## config.mk

```make
export PLATFORM = sky130hd
export DESIGN_NAME = daq_capture_ctrl
export DESIGN_NICKNAME = d
export VERILOG_FILES = /design/src/rtl/daq_capture_ctrl.sv
export SDC_FILE = /design/constraint.sdc
export NUM_CORES = 1
export LEC_CHECK = 0
export CORE_ASPECT_RATIO = 2
export CORE_MARGIN = 2
export CORE_UTILIZATION = 45
export DETAILED_ROUTE_END_ITERATION = 7
export PLACE_DENSITY = 0.67
export SYNTH_ARGS = -nofsm -noshare
export SYNTH_HDL_FRONTEND = slang
export SYNTH_SLANG_ARGS = --single-unit
```

## constraint.sdc

```tcl
create_clock -name clk -period 3.5 [get_ports clk]
set_input_delay 0.525 -clock clk [delete_from_list [all_inputs] [get_ports clk]]
set_output_delay 0.525 -clock clk [all_outputs]
set_load 0.01 [all_outputs]
```

## src/rtl/daq_capture_ctrl.sv

```systemverilog
// DAQ acquisition sequencer: DDR3 calibration, ADC power-up, JESD204 link/SYSREF alignment, then triggered fixed-length capture.
// Optional link-wait timeout is built only when DAQ_CTRL_TIMEOUT_EN is defined.
module daq_capture_ctrl #(
  parameter int unsigned CNT_WIDTH      = 32,
  parameter logic [15:0] PWRUP_CYCLES   = 16'd1000,
  parameter logic [7:0]  SYNC_STABLE    = 8'd64,
  parameter logic [3:0]  SYSREF_MIN     = 4'd2,
  parameter logic [31:0] TIMEOUT_CYCLES = 32'd1000000
) (
  input  logic                 clk,
  input  logic                 resetn,
  input  logic                 enable,
  input  logic                 arm,
  input  logic [CNT_WIDTH-1:0] capture_len,
  input  logic                 ddr3_calib_done,
  input  logic                 ddr3_error,
  input  logic                 rx_sync,
  input  logic                 rx_sysref,
  input  logic                 trig,
  input  logic                 adc_valid,
  input  logic                 dma_ready,
  output logic                 adc_pd,
  output logic                 capture_en,
  output logic                 capture_done,
  output logic [CNT_WIDTH-1:0] beat_count,
  output logic [2:0]           state,
  output logic                 error,
  output logic [1:0]           status_led
);

  typedef enum logic [2:0] {
    S_IDLE    = 3'd0,
    S_PWRUP   = 3'd1,
    S_LINK    = 3'd2,
    S_READY   = 3'd3,
    S_ARMED   = 3'd4,
    S_CAPTURE = 3'd5,
    S_DONE    = 3'd6,
    S_ERROR   = 3'd7
  } state_t;

  state_t                 state_q, state_d;
  logic [15:0]            pwr_cnt_q, pwr_cnt_d;
  logic [7:0]             stable_q, stable_d;
  logic [3:0]             edge_cnt_q, edge_cnt_d;
  logic                   sysref_prev_q, trig_prev_q;
  logic [CNT_WIDTH-1:0]   len_q, len_d;
  logic [CNT_WIDTH-1:0]   beat_q, beat_d;
  logic [CNT_WIDTH-1:0]   beat_inc_s;
  logic                   sysref_rise_s, trig_rise_s, sync_ok_s;
  logic                   pwr_done_s, link_ready_s;
  logic                   accept_s, overflow_s, last_beat_s, link_lost_s;
  logic                   tmo_hit_s;

  assign sysref_rise_s = rx_sysref & ~sysref_prev_q;
  assign trig_rise_s   = trig & ~trig_prev_q;
  assign sync_ok_s     = rx_sync && (stable_q >= SYNC_STABLE);
  assign pwr_done_s    = ({1'b0, pwr_cnt_q} + 17'd1) >= {1'b0, PWRUP_CYCLES};
  assign link_ready_s  = sync_ok_s && sysref_rise_s &&
                         (({1'b0, edge_cnt_q} + 5'd1) >= {1'b0, SYSREF_MIN});
  assign accept_s      = adc_valid && dma_ready;
  assign overflow_s    = adc_valid && !dma_ready;
  assign beat_inc_s    = (beat_q == {CNT_WIDTH{1'b1}}) ? beat_q
                                                       : beat_q + {{(CNT_WIDTH-1){1'b0}}, 1'b1};
  assign last_beat_s   = accept_s && (beat_inc_s == len_q);
  assign link_lost_s   = !rx_sync &&
                         ((state_q == S_READY) || (state_q == S_ARMED) || (state_q == S_CAPTURE));

`ifdef DAQ_CTRL_TIMEOUT_EN
  logic [31:0] tmo_q, tmo_d;

  assign tmo_hit_s = (state_q == S_LINK) && ((tmo_q + 32'd1) >= TIMEOUT_CYCLES);
  assign tmo_d     = (state_q != S_LINK)     ? 32'd0 :
                     (tmo_q == 32'hFFFF_FFFF) ? tmo_q : tmo_q + 32'd1;

  // Link-wait timeout counter, cleared whenever the FSM is outside LINK.
  always_ff @(posedge clk or negedge resetn) begin
    if (!resetn) begin
      tmo_q <= 32'd0;
    end else begin
      tmo_q <= tmo_d;
    end
  end
`else
  logic unused_timeout_s;

  assign tmo_hit_s        = 1'b0;
  assign unused_timeout_s = ^TIMEOUT_CYCLES;
`endif

  // Bring-up counters only run in their own state and restart on every entry.
  always_comb begin
    pwr_cnt_d  = 16'd0;
    stable_d   = 8'd0;
    edge_cnt_d = 4'd0;
    if (state_q == S_PWRUP) begin
      pwr_cnt_d = (pwr_cnt_q == 16'hFFFF) ? pwr_cnt_q : pwr_cnt_q + 16'd1;
    end else begin
      pwr_cnt_d = 16'd0;
    end
    if ((state_q == S_LINK) && rx_sync) begin
      stable_d   = (stable_q >= SYNC_STABLE) ? stable_q : stable_q + 8'd1;
      edge_cnt_d = edge_cnt_q;
      if (sync_ok_s && sysref_rise_s && (edge_cnt_q != 4'hF)) begin
        edge_cnt_d = edge_cnt_q + 4'd1;
      end else begin
        edge_cnt_d = edge_cnt_q;
      end
    end else begin
      stable_d   = 8'd0;
      edge_cnt_d = 4'd0;
    end
  end

  // Next-state logic; global overrides are checked before the per-state transitions.
  always_comb begin
    state_d = state_q;
    len_d   = len_q;
    beat_d  = beat_q;
    if (!enable) begin
      state_d = S_IDLE;
    end else if (ddr3_error && (state_q != S_IDLE)) begin
      state_d = S_ERROR;
    end else if (link_lost_s) begin
      state_d = S_ERROR;
    end else begin
      case (state_q)
        S_IDLE: begin
          if (ddr3_calib_done) state_d = S_PWRUP;
          else                 state_d = S_IDLE;
        end
        S_PWRUP: begin
          if (pwr_done_s) state_d = S_LINK;
          else            state_d = S_PWRUP;
        end
        S_LINK: begin
          if (link_ready_s)   state_d = S_READY;
          else if (tmo_hit_s) state_d = S_ERROR;
          else                state_d = S_LINK;
        end
        S_READY: begin
          if (arm && (capture_len != {CNT_WIDTH{1'b0}})) begin
            state_d = S_ARMED;
            len_d   = capture_len;
            beat_d  = {CNT_WIDTH{1'b0}};
          end else begin
            state_d = S_READY;
          end
        end
        S_ARMED: begin
          if (trig_rise_s) state_d = S_CAPTURE;
          else             state_d = S_ARMED;
        end
        S_CAPTURE: begin
          if (overflow_s) begin
            state_d = S_ERROR;
          end else if (accept_s) begin
            beat_d  = beat_inc_s;
            state_d = last_beat_s ? S_DONE : S_CAPTURE;
          end else begin
            state_d = S_CAPTURE;
          end
        end
        S_DONE:  state_d = S_READY;
        S_ERROR: state_d = S_ERROR;
        default: state_d = S_IDLE;
      endcase
    end
  end

  // State and datapath registers.
  always_ff @(posedge clk or negedge resetn) begin
    if (!resetn) begin
      state_q       <= S_IDLE;
      pwr_cnt_q     <= 16'd0;
      stable_q      <= 8'd0;
      edge_cnt_q    <= 4'd0;
      sysref_prev_q <= 1'b0;
      trig_prev_q   <= 1'b0;
      len_q         <= {CNT_WIDTH{1'b0}};
      beat_q        <= {CNT_WIDTH{1'b0}};
    end else begin
      state_q       <= state_d;
      pwr_cnt_q     <= pwr_cnt_d;
      stable_q      <= stable_d;
      edge_cnt_q    <= edge_cnt_d;
      sysref_prev_q <= rx_sysref;
      trig_prev_q   <= trig;
      len_q         <= len_d;
      beat_q        <= beat_d;
    end
  end

  // Outputs decode straight from the state register so they drop with it on reset.
  assign adc_pd       = (state_q == S_IDLE) || (state_q == S_ERROR);
  assign capture_en   = (state_q == S_CAPTURE);
  assign capture_done = (state_q == S_DONE);
  assign error        = (state_q == S_ERROR);
  assign beat_count   = beat_q;
  assign state        = state_q;
  assign status_led   = {(state_q == S_READY) || (state_q == S_ARMED) ||
                         (state_q == S_CAPTURE) || (state_q == S_DONE),
                         (state_q == S_ARMED) || (state_q == S_CAPTURE)};

endmodule

```

==> results.json <==
{
  "viasPerCell": 6.284,
  "place_inst": 923,
  "path_cells": "ha_1 -> and4_2 -> and4_1 -> a21oi_1 -> and3_1 -> xnor2_1 -> nor4b_1 -> and4_1 -> a21oi_1",
  "antenna_found_initial": 0,
  "synth_area_um2": 6210,
  "whs_ns": 0.2966,
  "grt_first_pass_wirelength_mm": 31.33,
  "fillerInstances": 1258,
  "reg2reg_depth": 9,
  "gp_congestion": 1.016,
  "antenna_cells": 0,
  "grtUsageTotal_pct": 27.86,
  "netlist_instances": 692,
  "synth_top_area_cell": "dfrtp_1",
  "area_growth_syn_to_layout_pct": 22.47,
  "dp_hpwl_mm": 15.40,
  "layout-drive-gt1-share_pct": 13.27,
  "ys_ff_latch": 97,
  "grt_pass1_vias": 6025,
  "skew_ns": 0.01185,
  "io_buffers": 83,
  "seq_area_um2": 2427,
  "worst_pin_slew_ns": 1.157,
  "vias": 5901,
  "combPwrFrac_pct": 30.3,
  "ios": 84,
  "drc": 0,
  "arrival_ns": 3.54,
  "period_minus_slack_ns": 3.305,
  "firstDrtPassIters": 5,
  "grt_overflow_total": 0,
  "fmax_mhz": 302.5,
  "hold_class": "in -> async",
  "post-cts-setup-buffer-count": 0,
  "vdd_drop_max_v": 0.0002995,
  "chipWidth_um": 87.07,
  "drt_iter0_markers": 330,
  "layout.nets": 828,
  "drt-total-wl_mm": 19.99,
  "rr_startpoint": "beat_count[1]$_DFFE_PN0P_",
  "finalNonFillerCells": 939,
  "fin_crit_sh_pct": 94.44,
  "grt_max_degree": 73,
  "syn_avg_cell_area_um2": 8.974,
  "r2r_slack_ns": 0.19,
  "start_util_pct": 46.21,
  "cts_tree": "built",
  "cts_sinks": 97,
  "synth_top_area_share_pct": 39.09,
  "multi_input_area_um2": 3527,
  "path_max_fanout": 9,
  "clockBufferDepth": 2,
  "die_area_um2": 14810,
  "intPower_mw": 2.336,
  "numCtsBuffers": 9,
  "num_rows": 60,
  "ys_seq_area_share_pct": 39.09,
  "cts.htree.levels": 3,
  "setup_viol": 0,
  "wl_per_cell_um": 21.29,
  "drv_cap": 0,
  "critPathKind": "reg -> reg",
  "max_stage_delay_ns": 0.51,
  "netSwitchingFraction_pct": 34.19,
  "postCtsHoldBufs": 0,
  "p_seq_share_pct": 42.4,
  "clkTransAtPathRegs_ns": 0.07,
  "power_density_nw_per_um2": 466.8,
  "synth-edff-count": 0,
  "fin_setup_tns_ns": 0,
  "synth_most_common_cell": "dfrtp_1",
  "synth_common_cells": "dfrtp_1 (97), nor2_1 (63), nand2_1 (56), o21ai_0 (56), a21oi_1 (38)",
  "crit_path_start_kind": "flip-flop",
  "synth_area_leaders": "dfrtp_1 (39%), mux2_2 (5.8%), xnor2_1 (4.7%), o21ai_0 (4.5%), nor2_1 (3.8%)",
  "critical-path-slowest-cell": "nor4b_1",
  "power_leakage_nw": 3.119,
  "async_reset_ff_share_pct": 100.0,
  "synth_cell_type_count": 72,
  "post_cts_resized": 0,
  "power_frac_clock_pct": 27.3,
  "worstSetupEndpointType": "flip-flop",
  "cp_data_required_time_ns": 3.74,
  "worstSkewPairLatency_ns": 0.36,
  "synth_nets": 741,
  "slew_violations": 0,
  "outcome": "finished, final reports clean",
  "synth_flop_cell": "dfrtp_1",
  "cp_num_buf_inv": 0,
  "rsz0062_at_grt": "no",
  "r2r_end": "state[0]$_DFF_PN0_",
  "crit_family": "simple AND/OR/NAND/NOR gates",
  "power.switching_mw": 1.214,
  "drtAntennaViolNets": 0,
  "hold_viol": 0,
  "synth_warnings": 0,
  "slew_headroom_pct": 22.57,
  "die_y_um": 170.1,
  "clockRootBuffer": "clkbuf_16",
  "core_area_um2": 13440
}
## sequential cells by signal, indices dropped and copies added, names as in the netlist
name / flops
stable_q: 8
pwr_cnt_q: 16
beat_count: 32
state: 3
edge_cnt_q: 4
sysref_prev_q: 1
len_q: 32
trig_prev_q: 1
## stage by stage
step                setup WS (ns)  instance area, um^2  util [%]  power (mW)
floorplan                  0.5614                 6210         -       2.176
detailed placement         0.2004                 7325     54.51       2.586
finish                     0.1947                 7605     56.59       3.550
CTS                        0.2433                 7605     56.59       3.550
global placement           0.2855                 7325     54.51       2.571
global route              0.06276                 7605     56.59       3.721
## layout by cell type, fill, tap and decap left out, drive strengths merged, types with 10 or more instances in the layout
master,netlist,routed
inv,18,20
buf,13,35
xnor2,33,33
o21ai,56,56
nand4,27,27
xor2,27,27
a21oi,39,39
dfrtp,97,97
a31oi,11,11
nand3,26,26
mux2,32,32
nand2,56,56
nor2,63,63
nor4,19,19
clkdlybuf4s50,0,82
nor3,15,15
clkbuf,28,10
## layer usage
metal / routed length [um] / track usage [%] / vias up
met1: 6866 / 27.46 / 2878
met2: 10750 / 50.88 / 229
li1: - / - / 2715
met4: 1468 / 18.82 / 0
met3: 911 / 5.044 / 79
met5: 0 / 0 / -
## cells by family (layout without fill, tap and decap cells)
family | Yosys count | in the layout | share of synthesized area (%)
AND/OR/NAND/NOR | 267 | 267 | 23.57
AO/OA/AOI/OAI | 166 | 166 | 16.87
flip-flops | 97 | 97 | 39.09
XOR/XNOR | 60 | 60 | 8.463
buffers and inverters | 59 | 151 | 4.191
multiplexers | 37 | 37 | 6.609
adder cells (fa/ha/maj) | 6 | 6 | 1.209
## power groups by stage
stage	Clock (mW)	Sequential (mW)	Combinational [mW]
after floorplan	0	1.46	0.717
after global placement	0	1.52	1.05
after detailed placement	0	1.53	1.06
after CTS	0.976	1.51	1.07
after global routing	1.02	1.53	1.17
final	0.968	1.51	1.08
## worst max-delay path by stage
stage | from | end | slack (ns) | cells past startpoint
after global placement | beat_count[1]$_DFFE_PN0P_ | state[0]$_DFF_PN0_ | 0.29 | 9
after detailed placement | capture_len[13] | beat_count[3]$_DFFE_PN0P_ | 0.20 | 10
final | beat_count[1]$_DFFE_PN0P_ | state[0]$_DFF_PN0_ | 0.19 | 9
after global routing | beat_count[1]$_DFFE_PN0P_ | state[0]$_DFF_PN0_ | 0.06 | 10
after floorplan | beat_count[0]$_DFFE_PN0P_ | state[0]$_DFF_PN0_ | 0.56 | 9
after CTS | beat_count[1]$_DFFE_PN0P_ | state[0]$_DFF_PN0_ | 0.24 | 9
## final cells by class
class,instances,share of cell area [%]
Timing Repair Buffer,117,14.58
Tap cell,155,2.550
Inverter,18,0.8885
Clock buffer,10,3.011
Multi-Input combinational cell,536,46.38
Sequential cell,97,31.92
Clock inverter,6,0.6746
No activity file was read; power rests on OpenSTA's default activity.
